`config.mk`:
```
export PLATFORM = sky130hd
export DESIGN_NAME = cpu_sequencer
export DESIGN_NICKNAME = d
export VERILOG_FILES = /design/src/rtl/cpu_sequencer.sv
export SDC_FILE = /design/constraint.sdc
export NUM_CORES = 1
export LEC_CHECK = 0
export ABC_AREA = 1
export BUFFER_PORTS_ARGS = -buffer_cell sky130_fd_sc_hd__buf_2
export CAP_MARGIN = 20
export CORE_MARGIN = 2
export CORE_UTILIZATION = 59
export DETAILED_ROUTE_END_ITERATION = 6
export GPL_TIMING_DRIVEN = 0
export PLACE_DENSITY = 0.79
export SLEW_MARGIN = 10
export SYNTH_ARGS = -nofsm -noshare
export SYNTH_HDL_FRONTEND = slang
export SYNTH_SLANG_ARGS = --single-unit
export TNS_END_PERCENT = 5
```
`constraint.sdc`:
```
create_clock -name clk -period 5.1 [get_ports clk]
set_clock_uncertainty 0.05 [all_clocks]
set_input_delay 0.765 -clock clk [delete_from_list [all_inputs] [get_ports clk]]
set_output_delay 0.765 -clock clk [all_outputs]
set_load 0.03 [all_outputs]
```
`src/rtl/cpu_sequencer.sv`:
```
// Multi-cycle instruction sequencer: fetch words, load operands, calculate, store,
// with an IO wait timeout that parks the machine in ERROR until software restarts it.
module cpu_sequencer #(
    parameter int FETCH_WORDS = 1,
    parameter int MAX_LOADS   = 2,
    parameter int TIMEOUT     = 255
) (
    input  logic       clk,
    input  logic       reset,
    input  logic [4:0] cmd,
    input  logic       ready,
    input  logic       run,
    output logic [3:0] cpu_state,
    output logic [2:0] word_idx,
    output logic       timeout_err
);

    typedef enum logic [3:0] {
        FETCH_BEGIN = 4'd0,
        FETCH_IO    = 4'd1,
        FETCH_END   = 4'd2,
        EXEC_BEGIN  = 4'd3,
        LOAD_BEGIN  = 4'd4,
        LOAD_IO     = 4'd5,
        LOAD_END    = 4'd6,
        CALC        = 4'd7,
        STORE_BEGIN = 4'd8,
        STORE_IO    = 4'd9,
        HALT        = 4'd10,
        ERROR       = 4'd11
    } state_t;

    localparam logic [2:0]  LAST_WORD = 3'(FETCH_WORDS - 1);
    localparam logic [2:0]  MAX_N     = 3'(MAX_LOADS);
    localparam logic [15:0] WAIT_LAST = 16'(TIMEOUT - 1);

    state_t      state;
    logic [15:0] wait_cnt;
    logic [2:0]  n_loads;
    logic        store_q;
    logic        halt_q;
    logic [2:0]  n_eff;
    logic        wait_expired;

    assign n_eff        = (cmd[2:0] > MAX_N) ? MAX_N : cmd[2:0];
    assign wait_expired = (wait_cnt == WAIT_LAST);
    assign cpu_state    = state;

    // ready is a completion strobe sampled only in *_IO states: ready=1 on a clock
    // edge ends the transfer, and it wins over a wait counter expiring on that edge.
    always_ff @(posedge clk or negedge reset) begin
        if (!reset) begin
            state       <= FETCH_BEGIN;
            word_idx    <= 3'd0;
            timeout_err <= 1'b0;
            wait_cnt    <= 16'd0;
            n_loads     <= 3'd0;
            store_q     <= 1'b0;
            halt_q      <= 1'b0;
        end else begin
            case (state)
                FETCH_BEGIN: begin
                    state    <= FETCH_IO;
                    wait_cnt <= 16'd0;
                end
                FETCH_IO: begin
                    if (ready) begin
                        state <= FETCH_END;
                    end else if (wait_expired) begin
                        state       <= ERROR;
                        word_idx    <= 3'd0;
                        timeout_err <= 1'b1;
                    end else begin
                        wait_cnt <= wait_cnt + 16'd1;
                    end
                end
                FETCH_END: begin
                    if (word_idx < LAST_WORD) begin
                        state    <= FETCH_BEGIN;
                        word_idx <= word_idx + 3'd1;
                    end else begin
                        state    <= EXEC_BEGIN;
                        word_idx <= 3'd0;
                    end
                end
                EXEC_BEGIN: begin
                    n_loads  <= n_eff;
                    store_q  <= cmd[3];
                    halt_q   <= cmd[4];
                    word_idx <= 3'd0;
                    state    <= (n_eff != 3'd0) ? LOAD_BEGIN : CALC;
                end
                LOAD_BEGIN: begin
                    state    <= LOAD_IO;
                    wait_cnt <= 16'd0;
                end
                LOAD_IO: begin
                    if (ready) begin
                        state <= LOAD_END;
                    end else if (wait_expired) begin
                        state       <= ERROR;
                        word_idx    <= 3'd0;
                        timeout_err <= 1'b1;
                    end else begin
                        wait_cnt <= wait_cnt + 16'd1;
                    end
                end
                LOAD_END: begin
                    // widened compare keeps n_loads-1 from wrapping
                    if (({1'b0, word_idx} + 4'd1) < {1'b0, n_loads}) begin
                        state    <= LOAD_BEGIN;
                        word_idx <= word_idx + 3'd1;
                    end else begin
                        state    <= CALC;
                        word_idx <= 3'd0;
                    end
                end
                CALC: begin
                    word_idx <= 3'd0;
                    if (store_q) state <= STORE_BEGIN;
                    else         state <= halt_q ? HALT : FETCH_BEGIN;
                end
                STORE_BEGIN: begin
                    state    <= STORE_IO;
                    wait_cnt <= 16'd0;
                end
                STORE_IO: begin
                    if (ready) begin
                        state    <= halt_q ? HALT : FETCH_BEGIN;
                        word_idx <= 3'd0;
                    end else if (wait_expired) begin
                        state       <= ERROR;
                        word_idx    <= 3'd0;
                        timeout_err <= 1'b1;
                    end else begin
                        wait_cnt <= wait_cnt + 16'd1;
                    end
                end
                HALT: begin
                    if (run) begin
                        state    <= FETCH_BEGIN;
                        word_idx <= 3'd0;
                    end
                end
                ERROR: begin
                    if (run) begin
                        state       <= FETCH_BEGIN;
                        word_idx    <= 3'd0;
                        timeout_err <= 1'b0;
                    end
                end
                default: begin
                    state    <= FETCH_BEGIN;
                    word_idx <= 3'd0;
                end
            endcase
        end
    end

endmodule

```
# ---- After elaboration in Yosys (flattened, before gate mapping)
# Index checks and enable logic that the tools add are counted.
dict set report classes {
  add_sub_neg 3
  magnitude_cmp 3
  n_eq_ne 18
  muxes 26
  bitwise_logic 1
  reduce_logical 11
}
# cell n
set op_table {}
lappend op_table {{$pmux W4 S11} 1}
lappend op_table {{$mux W16} 2}
lappend op_table {{$pmux W16 S2} 1}
lappend op_table {{$mux W4} 7}
lappend op_table {{$mux W3} 7}
lappend op_table {{$pmux W3 S6} 1}
lappend op_table {{$add A16 B1 Y16 const B} 1}
lappend op_table {{$eq A16 B8 Y1 const B} 1}
lappend op_table {{$eq A4 B3 Y1 const B} 4}
lappend op_table {{$eq A4 B4 Y1 const B} 4}
lappend op_table {{$eq A4 B2 Y1 const B} 2}
lappend op_table {{$ne A2 B2 Y1 const B} 4}
lappend op_table {{$mux W2} 3}
lappend op_table {{$reduce_and A3 Y1} 2}
lappend op_table {{$reduce_or A3 Y1} 2}
lappend op_table {{$add A3 B1 Y4 const B} 1}
lappend op_table {{$eq A4 B1 Y1 const B} 1}
lappend op_table {{$logic_not A4 Y1} 1}
lappend op_table {{$lt A4 B3 Y1} 1}
lappend op_table {{$ne A2 B1 Y1 const B} 2}
lappend op_table {{$reduce_and A4 Y1} 1}
lappend op_table {{$reduce_bool A2 Y1} 2}
lappend op_table {{$reduce_or A2 Y1} 2}
lappend op_table {{$add A3 B1 Y3 const B} 1}
lappend op_table {{other kinds (6)} 8}
dict set report totals {
  reg_bits 29
  inputBits 9
  out_inout_bits 8
  wordCells 69
}

# ---- Depth between registers and ports, before layout
# Gate-level depths: netlist of the first run.
dict set report depth {
  word_depth 5
  ltp_mapped 10
  ltp_nobuf 10
}

# ---- Worst setup path before layout of the first run
# Ideal clock, no wire load.
dict set report synth_timing {
  path_kind {reg-to-reg}
  startpoint {register word_idx[0]}
  endpoint {register word_idx[0]}
  setup_ns 0.113
  arrival_ns 1.641
  required_time_ns 4.937
  slack_ns 3.296
  stages_incl_launch_ff 9
  n_path_buf 0
  period_less_slack_ns 1.804
  cell_sequence {dfrtp_1 > ha_1 > xor2_1 > ha_1 > nand2_1 > o21bai_1 > o21ai_0 > nand2_1 > inv_1}
}
dict set report synth_between {
  elab_chain_cells 4
  word_cells_on_any_way 10
  classes_between {2 x add/sub; 2 x order compare; 6 x mux}
}
# element line_no
set synth_lines {}
lappend synth_lines {{start, declared} 14} ;# output logic [2:0] word_idx,
lappend synth_lines {{start signal, assigned} 80} ;# word_idx <= word_idx + 3'd1;
lappend synth_lines {{start signal, assigned} 112} ;# word_idx <= word_idx + 3'd1;
lappend synth_lines {{$add A3 B1 Y4} 110} ;# if (({1'b0, word_idx} + 4'd1) < {1'b0, n_loads}) begin
lappend synth_lines {{$lt A4 B3 Y1} 110}
lappend synth_lines {{$mux W3} 110}
lappend synth_lines {{$pmux W3 S6 *} 61} ;# case (state)
# Mark *: on every way between the ends. The rest lies on a longest branch, timed or not. The select of a mux whose other input is x is not followed.
# A chain may end at the register's enable or synchronous reset.

# ---- Final worst setup path of the first run
dict set report layout_timing {
  startpoint {register state[0] (netlist: cpu_state[0])}
  endpoint {output cpu_state[0]}
}
# element line_no
set layout_lines {}
lappend layout_lines {{start, declared} 37} ;# state_t state;
lappend layout_lines {{start signal, assigned} 91} ;# state <= (n_eff != 3'd0) ? LOAD_BEGIN : CALC;
lappend layout_lines {{start signal, assigned} 121} ;# else state <= halt_q ? HALT : FETCH_BEGIN;
lappend layout_lines {{start signal, assigned} 129} ;# state <= halt_q ? HALT : FETCH_BEGIN;
lappend layout_lines {{end, declared} 13} ;# output logic [3:0] cpu_state,
# No word-level cell between the ends.

==> metrics, run 1 <==
IO Port Bufs=16; FF+latch count, synth=29; antenna violations before repair=0; Tcrit/Tclk final=a little under two fifths; Max-slew headroom=between 50% and 60%; die width=just over 60 um; CP endpoint kind=output port; top cells by area, synth=dfrtp_1, nand2_1, nor2_1; Hold Vio Cnt, Final=0; R2R Setup Slk=3280 ps; Tightest Hold Check Type=input pin to asynchronous set/reset pin; area grow syn2layout=10.5%; Final nets=335; drt pass-1 iters=5; synth cell count leaders=nand2_1, nor2_1, inv_1; TNS Setup=0 ps; cells resized by post-CTS repair=0; Setup Crit Path Kind=register to output port; ratio of cells with drive above 1 in the final layout=between 10% and 20%; R2R Path Start=word_idx[0]; CP Launch Point=cpu_state[0]; Synth Cell Area=1990 um2; Clock Path Buffers=2; RSZ-0062 raised after global routing=no; share of the synthesized area in the top cell type=36.5%; gr ovfl total=0; status=complete, no violations; Required @ worst endpoint=around 4300 ps; Power, Total=about 960 uW; post-synthesis cell type count=25; post-synthesis sequential area ratio=a little over a third; DRT met1 WL=around 1.9 mm; Final GP Congestion=between 0.9 and 1; top_reg_cell synth=dfrtp_1; Worst Tran Pin Value=about 640 ps; Total GRT Usage=a little over a quarter; global-route wire length before repair=approximately 7.4 mm; minimum clock period=roughly 1900 ps; CTS tree=built; die area=between 3000 and 4000 um2; vias in the first global route=between 1.5k and 2k; ANT cells=0; Via-to-Cell Ratio=about 5.2; DR top layer=met4; clock root buffer=clkbuf_4; die height=62.0 um; clk slew on worst S/H paths=100 ps; Fill cells=319; WL/cell=around 12 um; max_cap viols=0; Post-Synthesis Cells=between 200 and 300; number of synthesized flops with an enable pin=0; Pins Over Slew Limit=0; most frequent cell after synthesis=nand2_1; final count of negative-setup-slack endpoints=0; critical-path cell list=buf_2; site row count=21; Crit path buffers/inverters=1; largest area contributor in the netlist=dfrtp_1; Setup Buffers After CTS=0; CP arrival=between 1000 and 1500 ps; Max VDD drop=249 uV; Fmax achieved=about 0.53 GHz; drt drc=0; largest net degree at the start of global routing=30; Critical Path Source Type=register; met2 wirelength from detailed routing=approximately 2.2 mm; FF+latch area=~730 um2; post-route ant nets=0; mean area per synthesized cell=between 6 and 7 um2; asr flop ratio synth=100%; Initial Utilization=about three fifths; Ys Warns=0; crit path max fanout=8; critical path endpoint=cpu_state[0]; Reg2Reg Depth=8; placed wire-length estimate=approximately 3.2 mm; # IOs=17; met3 WL=about 160 um; vias post-DR=between 1.5k and 2k; WP depth=1; Lkg Pwr=0.00113 uW; CP top delay family=flip-flops; area of the multi-input gates=roughly 1100 um2; Post-Route WL=~4.3 mm; slowest cell delay on critical path=around 510 ps; initial DRC count=roughly 110; Crit-path slowest cell=dfrtp_1; Pwr Density=438 nW/um2; total core area=approximately 3300 um2; Hold Buf Count CTS=0; Net Count, Synth=roughly 310; H-tree Lvls=2; Clock Sink Count=29; clk_lat worst skew=around 330 ps; CTS Buf Count=5; worst reg2reg path endpoint=word_idx[1]
[routing by layer]
layer / global-route usage [%] / vias to the layer above
li1: - / 987
met1: 31.2 / 867
met2: 45.7 / 38
met3: 4.97 / 10
met4: 10.3 / 0
met5: 0 / -
[cells by family (layout without fill, tap and decap cells)]
group / after synthesis / in the layout / share of synthesized area (%)
XOR/XNOR: 7 / 7 / 3.09
buffers and inverters: 47 / 71 / 9.95
AO/OA/AOI/OAI: 28 / 28 / 7.93
AND/OR/NAND/NOR: 182 / 182 / 39.4
flip-flops: 29 / 29 / 36.5
adder cells (fa/ha/maj): 5 / 5 / 3.15
[report_power, final]
group	switching [uW]	leakage (uW)	internal [uW]	total, uW
clock	83.8	0.0000413	79.8	164
combinational	323	0.000703	150	474
sequential	51.1	0.000386	272	323
total	458	0.00113	502	961
[through the flow]
stage	cells	setup WS (ps)	cell area [um2]	hold slack [ps]	util (%)
2_1_floorplan	298	3300	1990	414	-
3_3_place_gp	360	3330	2120	433	64.7
3_5_place_dp	360	3310	2120	454	64.7
4_1_cts	368	3180	2190	416	66.8
5_1_grt	368	3130	2190	450	66.8
6_report	368	3200	2190	391	66.8
[registers in the layout, summed over array words and instances, names as in the netlist]
signal       count
cpu_state        4
halt_q           1
n_loads          3
store_q          1
timeout_err      1
wait_cnt        16
word_idx         3
[worst min path at each step]
stage          startpoint           to  slack (ps)  depth (start not counted)
5_1_grt             reset  wait_cnt[3]         450                          1
3_5_place_dp   n_loads[2]   n_loads[2]         450                          2
6_report            reset  wait_cnt[6]         390                          1
2_1_floorplan  n_loads[2]   n_loads[2]         410                          2
4_1_cts             reset  wait_cnt[6]         420                          1
3_3_place_gp   n_loads[2]   n_loads[2]         430                          2
[area by class of cell]
type / count / share of cell area [%]
buffer: 5 / 1.71
clock inverter: 1 / 0.228
timing repair buffer: 16 / 3.65
clock buffer: 7 / 2.96
sequential: 29 / 33.1
tap: 46 / 2.62
multi-input combinational: 222 / 48.5
inverter: 42 / 7.30
[placed cells by master (no fill, tap or decap), types with 2 or more instances in the layout]
cell type and instances:
nand2_1 95, xnor2_1 2, clkbuf_8 2, dfrtp_1 29, o21bai_1 3, buf_2 19, o21ai_0 16, inv_1 40
o21ai_1 2, nand4_1 10, xor2_1 5, buf_6 2, nand3_1 29, nor2_1 43, a21oi_1 4, ha_1 5
clkbuf_4 5
(Power assumes the default switching activity.)
==> run 2: changes to the inputs <==
ABC_AREA = 0   (was 1)
CORE_UTILIZATION = 53   (was 59)
PLACE_DENSITY = 0.75   (was 0.79)
clock period = 1.7 ns   (was 5.1 ns; I/O delays follow)
==> metrics, run 2 <==
site row count=20 (was 21); slowest cell delay on critical path=460 ps (was 510 ps); Logic pwr share=48.7% (was 49.3%); Crit path buffers/inverters=1 (unchanged); die width=61.8 um (was 62.0 um); Tcrit/Tclk final=120%; CTS tree=built (unchanged); Clock Sink Count=29 (unchanged); Net Count, Synth=206 (was 312); vias in the first global route=1644 (was 1754); Crit-path slowest cell=dfrtp_2 (was dfrtp_1); vias post-DR=1797 (was 1902); area grow syn2layout=27.8% (was 10.5%); Pins Over Slew Limit=0 (unchanged); final count of negative-setup-slack endpoints=22 (was 0); initial DRC count=189 (was 113); Hold Vio Cnt, Final=0 (unchanged); asr flop ratio synth=100% (unchanged); Final GP Congestion=0.910 (was 0.939); CP top delay family=simple AND/OR/NAND/NOR gates (was flip-flops); Reg2Reg Depth=6 (was 8); clk slew on worst S/H paths=90 ps (was 100 ps); critical-path cell list=inv_2 -> ha_1 -> nand4b_1 -> nor4_4 -> o211ai_1 -> mux2_4 (was buf_2); most common cell after layout, fill and taps aside=buf_4 (was nand2_1); Via-to-Cell Ratio=6.42 (was 5.17); total core area=3100 um2 (was 3280 um2); Fmax achieved=a little under 0.5 GHz; post-route ant nets=0 (unchanged); drt drc=0 (unchanged); most frequent cells in the layout=buf_4, dfrtp_1, buf_2, nand2_1, a21oi_1 (was nand2_1, nor2_1, inv_1, nand3_1, dfrtp_1); Fill cells=245 (was 319); Total GRT Usage=26.5% (was 26.1%); Required @ worst endpoint=1880 ps (was 4280 ps); crit path max fanout=6 (was 8); Setup Crit Path Kind=register to register (was register to output port); minimum clock period=~2000 ps; CTS Buf Count=5 (unchanged); clk_lat worst skew=340 ps (was 330 ps); max reg flops=16 (unchanged); largest net degree at the start of global routing=30 (unchanged); ratio of cells with drive above 1 in the final layout=33.9% (was 11.2%); most frequent cell after synthesis=dfrtp_1 (was nand2_1); post-synthesis sequential area ratio=41.0% (was 36.5%); Clock Path Buffers=2 (unchanged); number of synthesized flops with an enable pin=0 (unchanged); CP endpoint kind=register (was output port); largest area contributor in the netlist=dfrtp_1 (unchanged); H-tree Lvls=2 (unchanged); Cells on Worst Hold Path=2; global-route wire length before repair=7.38 mm (was 7.40 mm); Ys Warns=0 (unchanged); # IOs=17 (unchanged); mean area per synthesized cell=9.21 um2 (was 6.67 um2); max_cap viols=0 (unchanged); FF+latch count, synth=29 (unchanged); Pwr Density=1410 nW/um2 (was 438 nW/um2); antenna violations before repair=0 (unchanged); Clock power frac=19.1% (was 17.0%); synth cell count leaders=dfrtp_1, nand2_1, a21oi_1 (was nand2_1, nor2_1, inv_1); Final nets=249 (was 335); Internal=1800 uW (was 502 uW); Tightest Hold Check Type=input pin to register (was input pin to asynchronous set/reset pin); clock root buffer=clkbuf_4 (unchanged); placed wire-length estimate=2.94 mm (was 3.22 mm); IO Port Bufs=16 (unchanged); worst slack at placement=-549 ps (was 3310 ps); Seq pwr share=32.2% (was 33.7%); die height=61.8 um (was 62.0 um); Power, Total=3180 uW (was 961 uW); share of the synthesized area in the top cell type=41.0% (was 36.5%); gr ovfl total=0 (unchanged); Sw Ratio=43.5% (was 47.7%); Area after DPL=1920 um2 (was 2120 um2); final instance area=2260 um2 (was 2190 um2); drt pass-1 iters=4 (was 5); status=complete, but fails checks (was complete, no violations); post-synthesis cell type count=47 (was 25); Post-Route WL=4.87 mm (was 4.30 mm); Max VDD drop=909 uV (was 249 uV); CP arrival=2210 ps (was 1090 ps); top_reg_cell synth=dfrtp_1 (unchanged); Worst Tran Pin Value=661 ps (was 642 ps); Max-slew headroom=56.0% (was 57.2%); die area=3810 um2 (was 3850 um2); Critical Path Source Type=register (unchanged); RSZ-0062 raised after global routing=yes (was no); top cells by area, synth=dfrtp_1, or4_1, a21oi_1 (was dfrtp_1, nand2_1, nor2_1); WP depth=6 (was 1); failing checks=negative setup slack; Lkg Pwr=0.000951 uW (was 0.00113 uW); TNS Setup=-4730 ps (was 0 ps); Initial Utilization=57.0% (was 60.5%); Post-Synthesis Cells=192 (was 298); setup slack after layout=-338 ps (was 3200 ps); Synth Cell Area=1770 um2 (was 1990 um2); Psw=1380 uW (was 458 uW); WL/cell=17.4 um (was 11.7 um); ANT cells=0 (unchanged); Top reg by flops=wait_cnt (unchanged)
## run 2: cell count changes in the layout (fill, tap and decap cells not counted), moves of 21 or more
| cell | change |
|---|---|
| buf_4 | +21 |
| inv_1 | -33 |
| nand2_1 | -79 |
| nand3_1 | -22 |
| nor2_1 | -36 |
## run 2: per-layer routing
layer | GRT usage (%) | up-vias | wire [um]
met2 | 44.2 | 74 | 2430
met5 | 0 | - | 0
met1 | 31.7 | 881 | 2030
li1 | - | 825 | -
met4 | 12.8 | 0 | 142
met3 | 7.25 | 17 | 267
## run 2: layout make-up
| type | count | area [um2] | share of cell area, % |
|---|---|---|---|
| repair buffers | 39 | 259 | 11.5 |
| flip-flops and latches | 29 | 737 | 32.6 |
| plain buffers | 8 | 38.8 | 1.72 |
| well taps | 44 | 55.1 | 2.44 |
| inverters | 8 | 30.0 | 1.33 |
| clock inverters | 2 | 37.5 | 1.66 |
| clock buffers | 6 | 51.3 | 2.27 |
| multi-input cells | 144 | 1050 | 46.5 |
## run 2: logic make-up (layout without fill, tap and decap cells)
kind of cell | after synthesis | in the layout | share of synthesized area, %
AOI/OAI and AO/OA | 58 | 58 | 22.1
xor gates and xnor gates | 1 | 1 | 0.495
adders and majority gates | 5 | 5 | 3.54
buffers and inverters | 19 | 63 | 4.67
DFF | 29 | 29 | 41.0
muxes | 5 | 5 | 3.04
and+or+nand+nor | 75 | 75 | 25.1
## run 2: path summary, 6_finish.rpt
kind / end / startpoint / slack (ps)
worst max register to register: word_idx[0] / wait_cnt[0] / -340
min in group asynchronous: wait_cnt[10] / reset / 420
worst min-delay path: timeout_err / run / 80
worst min register to register: n_loads[2] / n_loads[2] / 470
worst max-delay path: word_idx[0] / wait_cnt[0] / -340
max in group asynchronous: cpu_state[2] / reset / 710
## run 2: through the flow
stage                     utilization, %  hold slack (ps)  cells
after CTS                           68.1             63.3    268
final                               72.8             78.9    280
after detailed placement            61.8              273    252
after global routing                72.8             69.3    280
after global placement              61.8              262    252
after floorplan                        -            -90.6    192
## run 2: worst reg2reg max path, stage by stage (launching register included)
cell	delay (ps)
dfrtp_2	460
inv_2	80
ha_1	150
nand4b_1	220
nor4_4	440
o211ai_1	240
mux2_4	300
## run 2: what timing repair did
action                                 in CTS  in global routing
setup endpoints to repair                  28                 26
pin swaps                                   9                 14
hold buffers                                1                  0
buffers inserted                           10                 12
endpoints found under the hold margin      29                  0
resized for setup                          16                 19
## run 2: power groups by stage
| stage | sequential (uW) | clock (uW) | combinational, uW |
|---|---|---|---|
| CTS | 1010 | 623 | 1410 |
| global route | 1040 | 655 | 1690 |
| detailed placement | 997 | 0 | 1270 |
| global placement | 986 | 0 | 1230 |
| floorplan | 1080 | 0 | 842 |
| finish | 1020 | 609 | 1550 |
